### config.mk
export PLATFORM = sky130hd
export DESIGN_NAME = bcd_convert_seq_flat
export DESIGN_NICKNAME = d
export VERILOG_FILES = /design/src/rtl/bcd_pkg.sv /design/src/rtl/bcd_convert_seq_if.sv /design/src/rtl/bcd_add3.sv /design/src/rtl/bcd_convert_seq.sv /design/src/flat_wrapper.sv
export SDC_FILE = /design/constraint.sdc
export NUM_CORES = 1
export LEC_CHECK = 0
export ABC_CLOCK_PERIOD_IN_PS = 5000
export CAP_MARGIN = 20
export CORE_UTILIZATION = 40
export DETAILED_ROUTE_END_ITERATION = 8
export PLACE_DENSITY = 0.67
export SLEW_MARGIN = 25
export SYNTH_ARGS = -nofsm -noshare
export SYNTH_HDL_FRONTEND = slang
export SYNTH_HIERARCHICAL = 1
export SYNTH_SLANG_ARGS = --single-unit
export TNS_END_PERCENT = 1
### constraint.sdc
create_clock -name i_clk -period 5 [get_ports i_clk]
set_clock_uncertainty 0.2 [all_clocks]
set_input_delay 0.5 -clock i_clk [delete_from_list [all_inputs] [get_ports i_clk]]
set_output_delay 0.5 -clock i_clk [all_outputs]
set_load 0.01 [all_outputs]
### src/rtl/bcd_pkg.sv
// Shared constants and FSM encoding for the sequential binary-to-BCD converter.
package bcd_pkg;
  localparam int WIDTH  = 16;
  localparam int DIGITS = 5;
  localparam int BCD_W  = 4;

  typedef enum logic {
    S_IDLE  = 1'b0,
    S_SHIFT = 1'b1
  } state_t;
endpackage

### src/rtl/bcd_convert_seq_if.sv
// Request/result bundle between the divider (master) and the BCD converter (slave).
interface bcd_convert_seq_if #(
  parameter int WIDTH  = bcd_pkg::WIDTH,
  parameter int DIGITS = bcd_pkg::DIGITS
);
  logic                  start;
  logic [WIDTH-1:0]      bin;
  logic                  busy;
  logic                  done;
  logic [4*DIGITS-1:0]   bcd;

  modport master (output start, bin, input busy, done, bcd);
  modport slave  (input start, bin, output busy, done, bcd);
endinterface

### src/rtl/bcd_add3.sv
// Double-dabble digit correction: bump a digit by 3 when it is 5 or more.
module bcd_add3
  import bcd_pkg::*;
(
  input  logic [BCD_W-1:0] i_d,
  output logic [BCD_W-1:0] o_d
);
  assign o_d = (i_d >= BCD_W'(5)) ? i_d + BCD_W'(3) : i_d;
endmodule

### src/rtl/bcd_convert_seq.sv
// Sequential 16-bit binary to packed BCD converter, one shift-and-add-3 step per cycle.
module bcd_convert_seq #(
  parameter int WIDTH  = bcd_pkg::WIDTH,
  parameter int DIGITS = bcd_pkg::DIGITS
) (
  input  logic               i_clk,
  input  logic               i_rst_n,
  bcd_convert_seq_if.slave   bus
);
  import bcd_pkg::*;

  localparam int BW   = BCD_W * DIGITS;
  localparam int SR_W = BW + WIDTH;
  localparam int CW   = $clog2(WIDTH + 1);

  state_t          r_state, w_state_n;
  logic [SR_W-1:0] r_sr, w_sr_n;
  logic [CW-1:0]   r_cnt, w_cnt_n;
  logic            r_busy, w_busy_n;
  logic            r_done, w_done_n;
  logic [BW-1:0]   r_bcd, w_bcd_n;

  logic [BW-1:0]   w_dig_adj;
  logic [SR_W-1:0] w_adj;
  logic [SR_W-1:0] w_shift;

  // All digit fields corrected in parallel before the shift
  for (genvar g = 0; g < DIGITS; g++) begin : g_dig
    bcd_add3 u_add3 (
      .i_d (r_sr[WIDTH + BCD_W*g +: BCD_W]),
      .o_d (w_dig_adj[BCD_W*g +: BCD_W])
    );
  end

  assign w_adj   = {w_dig_adj, r_sr[WIDTH-1:0]};
  assign w_shift = w_adj << 1;

  always_comb begin
    w_state_n = r_state;
    w_sr_n    = r_sr;
    w_cnt_n   = r_cnt;
    w_busy_n  = r_busy;
    w_done_n  = 1'b0;
    w_bcd_n   = r_bcd;
    case (r_state)
      S_IDLE: begin
        if (bus.start) begin
          w_sr_n    = {{BW{1'b0}}, bus.bin};
          w_cnt_n   = CW'(WIDTH);
          w_busy_n  = 1'b1;
          w_state_n = S_SHIFT;
        end
      end
      S_SHIFT: begin
        w_sr_n  = w_shift;
        w_cnt_n = r_cnt - CW'(1);
        if (r_cnt == CW'(1)) begin
          w_bcd_n   = w_shift[SR_W-1 -: BW];
          w_done_n  = 1'b1;
          w_busy_n  = 1'b0;
          w_state_n = S_IDLE;
        end
      end
      default: w_state_n = S_IDLE;
    endcase
  end

  always_ff @(posedge i_clk) begin
    if (!i_rst_n) begin
      r_state <= S_IDLE;
      r_sr    <= '0;
      r_cnt   <= '0;
      r_busy  <= 1'b0;
      r_done  <= 1'b0;
      r_bcd   <= '0;
    end else begin
      r_state <= w_state_n;
      r_sr    <= w_sr_n;
      r_cnt   <= w_cnt_n;
      r_busy  <= w_busy_n;
      r_done  <= w_done_n;
      r_bcd   <= w_bcd_n;
    end
  end

  assign bus.busy = r_busy;
  assign bus.done = r_done;
  assign bus.bcd  = r_bcd;
endmodule

### src/flat_wrapper.sv
// flat-port wrapper written by rule: the top's interface ports become plain ports
module bcd_convert_seq_flat import bcd_pkg::*;
#(
  parameter int WIDTH  = bcd_pkg::WIDTH,
  parameter int DIGITS = bcd_pkg::DIGITS
)
  (i_clk, i_rst_n, bus_start, bus_bin, bus_busy, bus_done, bus_bcd);
  bcd_convert_seq_if #(.WIDTH(WIDTH), .DIGITS(DIGITS)) bus_i ();
  input  logic i_clk;
  input  logic i_rst_n;
  input wire logic [$bits(bus_i.start)-1:0] bus_start;
  input wire logic [$bits(bus_i.bin)-1:0] bus_bin;
  output wire logic [$bits(bus_i.busy)-1:0] bus_busy;
  output wire logic [$bits(bus_i.done)-1:0] bus_done;
  output wire logic [$bits(bus_i.bcd)-1:0] bus_bcd;
  assign bus_i.start = bus_start;
  assign bus_i.bin = bus_bin;
  assign bus_busy = bus_i.busy;
  assign bus_done = bus_i.done;
  assign bus_bcd = bus_i.bcd;
  bcd_convert_seq #(.WIDTH(WIDTH), .DIGITS(DIGITS)) u_core (.i_clk(i_clk), .i_rst_n(i_rst_n), .bus(bus_i));
endmodule
==> results.json <==
{
  "final_net_count": 397,
  "initial_core_util_pct": 41.5,
  "criticalPathCategory": "in2reg",
  "dp_hpwl_mm": 3.55,
  "slew_viol_final": 0,
  "first_iter_violations": 115,
  "powerDensity_nw_per_um2": 305,
  "ir_drop_v": 0.000203,
  "cts_setup_buffers": 0,
  "clkTransAtPathRegs_ns": 0.07,
  "tritoncts": "done",
  "cts.sinks": 64,
  "critical_path_arrival_ns": 2.27,
  "io_pins": 41,
  "required_ns": 5.08,
  "hold_buffers": 0,
  "finalSetupViolations": 0,
  "syn-num-nets": 365,
  "core_region_area_um2": 7290,
  "grt_pass1_wl_mm": 9.14,
  "cp_max_fo": 43,
  "grt_overflow_total": 0,
  "period_share_pct": 43.7,
  "utilization_pct": 50.8,
  "finalCriticalPeriod_ns": 2.19,
  "postRouteAntennaNets": 0,
  "cts_max_level": 3,
  "grt_setup_unrepaired": "no",
  "globalplace.congestion": 0.722,
  "grt_max_degree": 83,
  "routed_wl_mm": 5.39,
  "syn_inst": 334,
  "final_cells": 470,
  "antennaDiodeCount": 0,
  "cts_made_buffers": 9,
  "grt_pass1_vias": 2030,
  "port_buffers": 40,
  "dp_cells": 454,
  "yosys_warnings": 6,
  "finalHoldViolCount": 0,
  "power.leakage_nw": 1.42,
  "fillers": 703,
  "register_area_um2": 1280,
  "grtUsageTotal_pct": 15.0,
  "drive_above_1_share_pct": 7.55,
  "cts-root-buf": "clkbuf_8",
  "max_cap_violations": 0,
  "antenna_found_initial": 0,
  "syn_to_final_growth_pct": 22.4,
  "clockBufferDepth": 2,
  "critPathLaunchType": "input pin",
  "dieHeight_um": 89.0,
  "fmax_ghz": 0.457,
  "syn_area_um2": 3030,
  "postSynthAreaPerCell_um2": 9.07,
  "critPathCaptureType": "flip-flop",
  "tightest_slew_ns": 0.921,
  "die-area_um2": 7920,
  "rows": 31,
  "cts_resized": 0,
  "num_vias": 2309,
  "drc": 0,
  "die_w_um": 89.0,
  "drtPass1Iterations": 4,
  "tns_ns": 0,
  "wl_per_cell_um": 11.5,
  "avgViaCountPerCell": 4.91,
  "slew_headroom_pct": 38.6,
  "outcome": "finished, final reports clean",
  "hp-class": "reg2reg",
  "multi_input_area_um2": 1600,
  "clk_latency_ns": 0.33
}
[critical path, stage by stage]
cell and delay [ns]:
clkdlybuf4s50_1 0.45, buf_4 0.31, and3_1 0.73, a22o_1 0.25
[metrics by stage]
step,total power [mW],setup WS [ns],hold WS (ns),area [um2]
floorplan,0.604,3.37,0.272,3030
global placement,0.628,2.46,0.251,3470
detailed placement,0.630,2.43,0.258,3470
CTS,1.15,2.79,0.275,3710
global route,1.18,2.67,0.294,3710
finish,1.13,2.81,0.272,3710
[registers in the layout, summed over array words and instances (netlist names)]
signal	count
u_core/r_state	1
u_core/bus.bcd	20
u_core/bus.done	1
u_core/bus.busy	1
u_core/r_cnt	5
u_core/r_sr	36
[power by group]
part,total (mW),switching [mW],internal (mW)
combinational,0.0847,0.0432,0.0415
sequential,0.533,0.00910,0.524
clock,0.514,0.193,0.321
[path summary, 6_finish.rpt]
| path | startpoint | to | slack (ns) | cells past startpoint |
|---|---|---|---|---|
| setup / recovery | i_rst_n | u_core/bus.bcd[14] | 2.81 | 4 |
| hold / removal | u_core/bus.busy | u_core/bus.busy | 0.27 | 1 |
| setup reg to reg | u_core/r_cnt[2] | u_core/bus.bcd[14] | 3.11 | 3 |
| hold reg to reg | u_core/bus.busy | u_core/bus.busy | 0.27 | 1 |
[cells in the final DEF (no fill, tap or decap), types with 12 or more instances in the layout]
master and instances:
dfxtp_1 63, ha_1 12, nor3b_1 21, clkdlybuf4s50_1 39, o21ai_0 21, mux2i_1 22
a22o_1 20, and2_1 15, inv_1 12, nor2b_1 26, nand2_1 35, clkbuf_8 12
a21oi_1 21
[per-layer routing]
metal / vias up / wire, um / global-route usage (%) / part of all wire, %
met1: 1047 / 2750 / 19.8 / 51
met3: 8 / 232 / 4.71 / 4.3
met5: - / 0 / 0 / 0
met2: 45 / 2350 / 23.3 / 44
met4: 0 / 63 / 5.19 / 1.2
li1: 1209 / - / - / -
[layout make-up]
| cell class | count | area share, % |
|---|---|---|
| multi-input cells | 236 | 43.1 |
| repair buffers | 43 | 11.3 |
| clock buffers | 12 | 4.45 |
| well taps | 99 | 3.34 |
| flip-flops and latches | 64 | 34.6 |
| clock inverters | 4 | 2.02 |
| inverters | 12 | 1.21 |
Power figures use the tool's default switching activity.
==> edit (same flow settings) <==
Take the reset off `r_sr` and load it in a clocked block of its own.
--- a/src/rtl/bcd_convert_seq.sv
+++ b/src/rtl/bcd_convert_seq.sv
@@ -68,14 +68,12 @@
   always_ff @(posedge i_clk) begin
     if (!i_rst_n) begin
       r_state <= S_IDLE;
-      r_sr    <= '0;
       r_cnt   <= '0;
       r_busy  <= 1'b0;
       r_done  <= 1'b0;
       r_bcd   <= '0;
     end else begin
       r_state <= w_state_n;
-      r_sr    <= w_sr_n;
       r_cnt   <= w_cnt_n;
       r_busy  <= w_busy_n;
       r_done  <= w_done_n;
@@ -83,6 +81,10 @@
     end
   end
 
+  always_ff @(posedge i_clk) begin
+    r_sr <= w_sr_n;
+  end
+
   assign bus.busy = r_busy;
   assign bus.done = r_done;
   assign bus.bcd  = r_bcd;
Formal check against the unedited RTL: same outputs for any inputs over 10 cycles, from zero or initial values and one cycle with i_rst_n low; that may be too few to reach the edited logic, so the function may still have changed.
==> edit against the original RTL <==
  * Synthesized area fell by 4.7%
  * Critical path depth did not move
  * Sequential cell count did not move
  * Design area fell by 3.8%
  * Die area fell by 4.6%
  * Synthesized cell count fell by 29%
  * Highest routed layer unchanged
  * Setup slack got worse by 0.52 ns
  * Routed wire length fell by 13%
  * Global-route usage fell by 0.72 points
  * Count of clock-buffer cells in the layout rose by 4
  * Non-clock buffer count did not move
Power is not compared: it rests on default switching activity, and its combinational part moved more than twofold at a synthesized area within 25%.
==> edit: results <==
[outcome]
status = completed

[worst_setup_path]
critPathKind = reg2reg
r2r_start = u_core/r_state
cp_max_fo = 31
worstPathArrival_ns = 2.52

[global_routing]
grt_max_degree = 32
grt_pass1_vias = 1804
grt_pass1_wl_um = 8093
grt_use_total = 0.1428

[layout]
drive_above_1_share = 0.1289
fillers = 633
stdcell_count = 383
num-nets-final = 313
antenna_cells = 0
largest_reg_flops = 36

[clock_network]
cts-htree-levels = 3
cts_resized = 0
cts_root_buf = clkbuf_8
path_clk_slew_ns = 0.06

[drt]
drt_iter0_markers = 62
firstDrtPassIters = 6
vias = 1830
routed_wl_um = 4680

[worst_hold_path]
hp-start = u_core/bus.bcd[17]

[sta]
tightestPinTransition_ns = 0.9116

[placed_design]
dp_slack_ns = 2.272
hpwl_um = 3222
port_buffers = 40
placed_area_sq_um = 3385
dp.cells = 367
gp_congestion = 0.7839

[yosys]
synthCells = 237
synth.net_count = 268

[pwr]
p_switching_mw = 0.2940
==> edit: changes by cell type in the layout (fill, tap and decap cells not counted), moves of 16 or more <==
cell      unedited run  this run
dfxtp_1             63        28
edfxtp_1             0        36
mux2i_1             22         6
a21oi_1             21         1
nor3b_1             21         0
nor2b_1             26         5
==> edit: worst max-delay path, stage by stage (launching register included) <==
cell and delay [ns]:
dfxtp_1 0.67, buf_4 0.41, nor2_1 0.15, inv_1 0.54
buf_4 0.39
==> edit: layout make-up <==
type,instances,area share
repair buffers,43,0.1186
flip-flops and latches,64,0.4605
inverters,14,0.01474
clock buffers,16,0.05054
multi-input cells,150,0.3219
well taps,96,0.03370
==> edit: final timing paths <==
check	slack, ns	cells after the start	to
worst min-delay path	0.27	1	u_core/bus.bcd[17]
worst max register to register	2.29	4	u_core/r_sr[34]
worst max-delay path	2.29	4	u_core/r_sr[34]
worst min register to register	0.27	1	u_core/bus.bcd[17]
==> edit: through the flow <==
| stage | hold slack (ns) | utilization |
|---|---|---|
| 2_1_floorplan | 0.2592 | - |
| 3_3_place_gp | 0.2560 | 0.4916 |
| 3_5_place_dp | 0.2582 | 0.4927 |
| 4_1_cts | 0.2768 | 0.5189 |
| 5_1_grt | 0.2858 | 0.5189 |
| 6_report | 0.2696 | 0.5189 |
==> edit: power by group through the flow <==
stage,clock network (mW),logic [mW],registers (mW)
after floorplan,0,0.134,0.641
after global placement,0,0.179,0.648
after detailed placement,0,0.182,0.649
after CTS,0.409,0.183,0.637
after global routing,0.433,0.204,0.644
final,0.396,0.180,0.637
==> edit: layer usage <==
metal,up-vias,global-route usage,share of wire
met5,-,0,0
met4,0,0.05455,0.011
met3,7,0.05024,0.042
met2,36,0.2377,0.49
met1,857,0.1695,0.46
li1,930,-,-
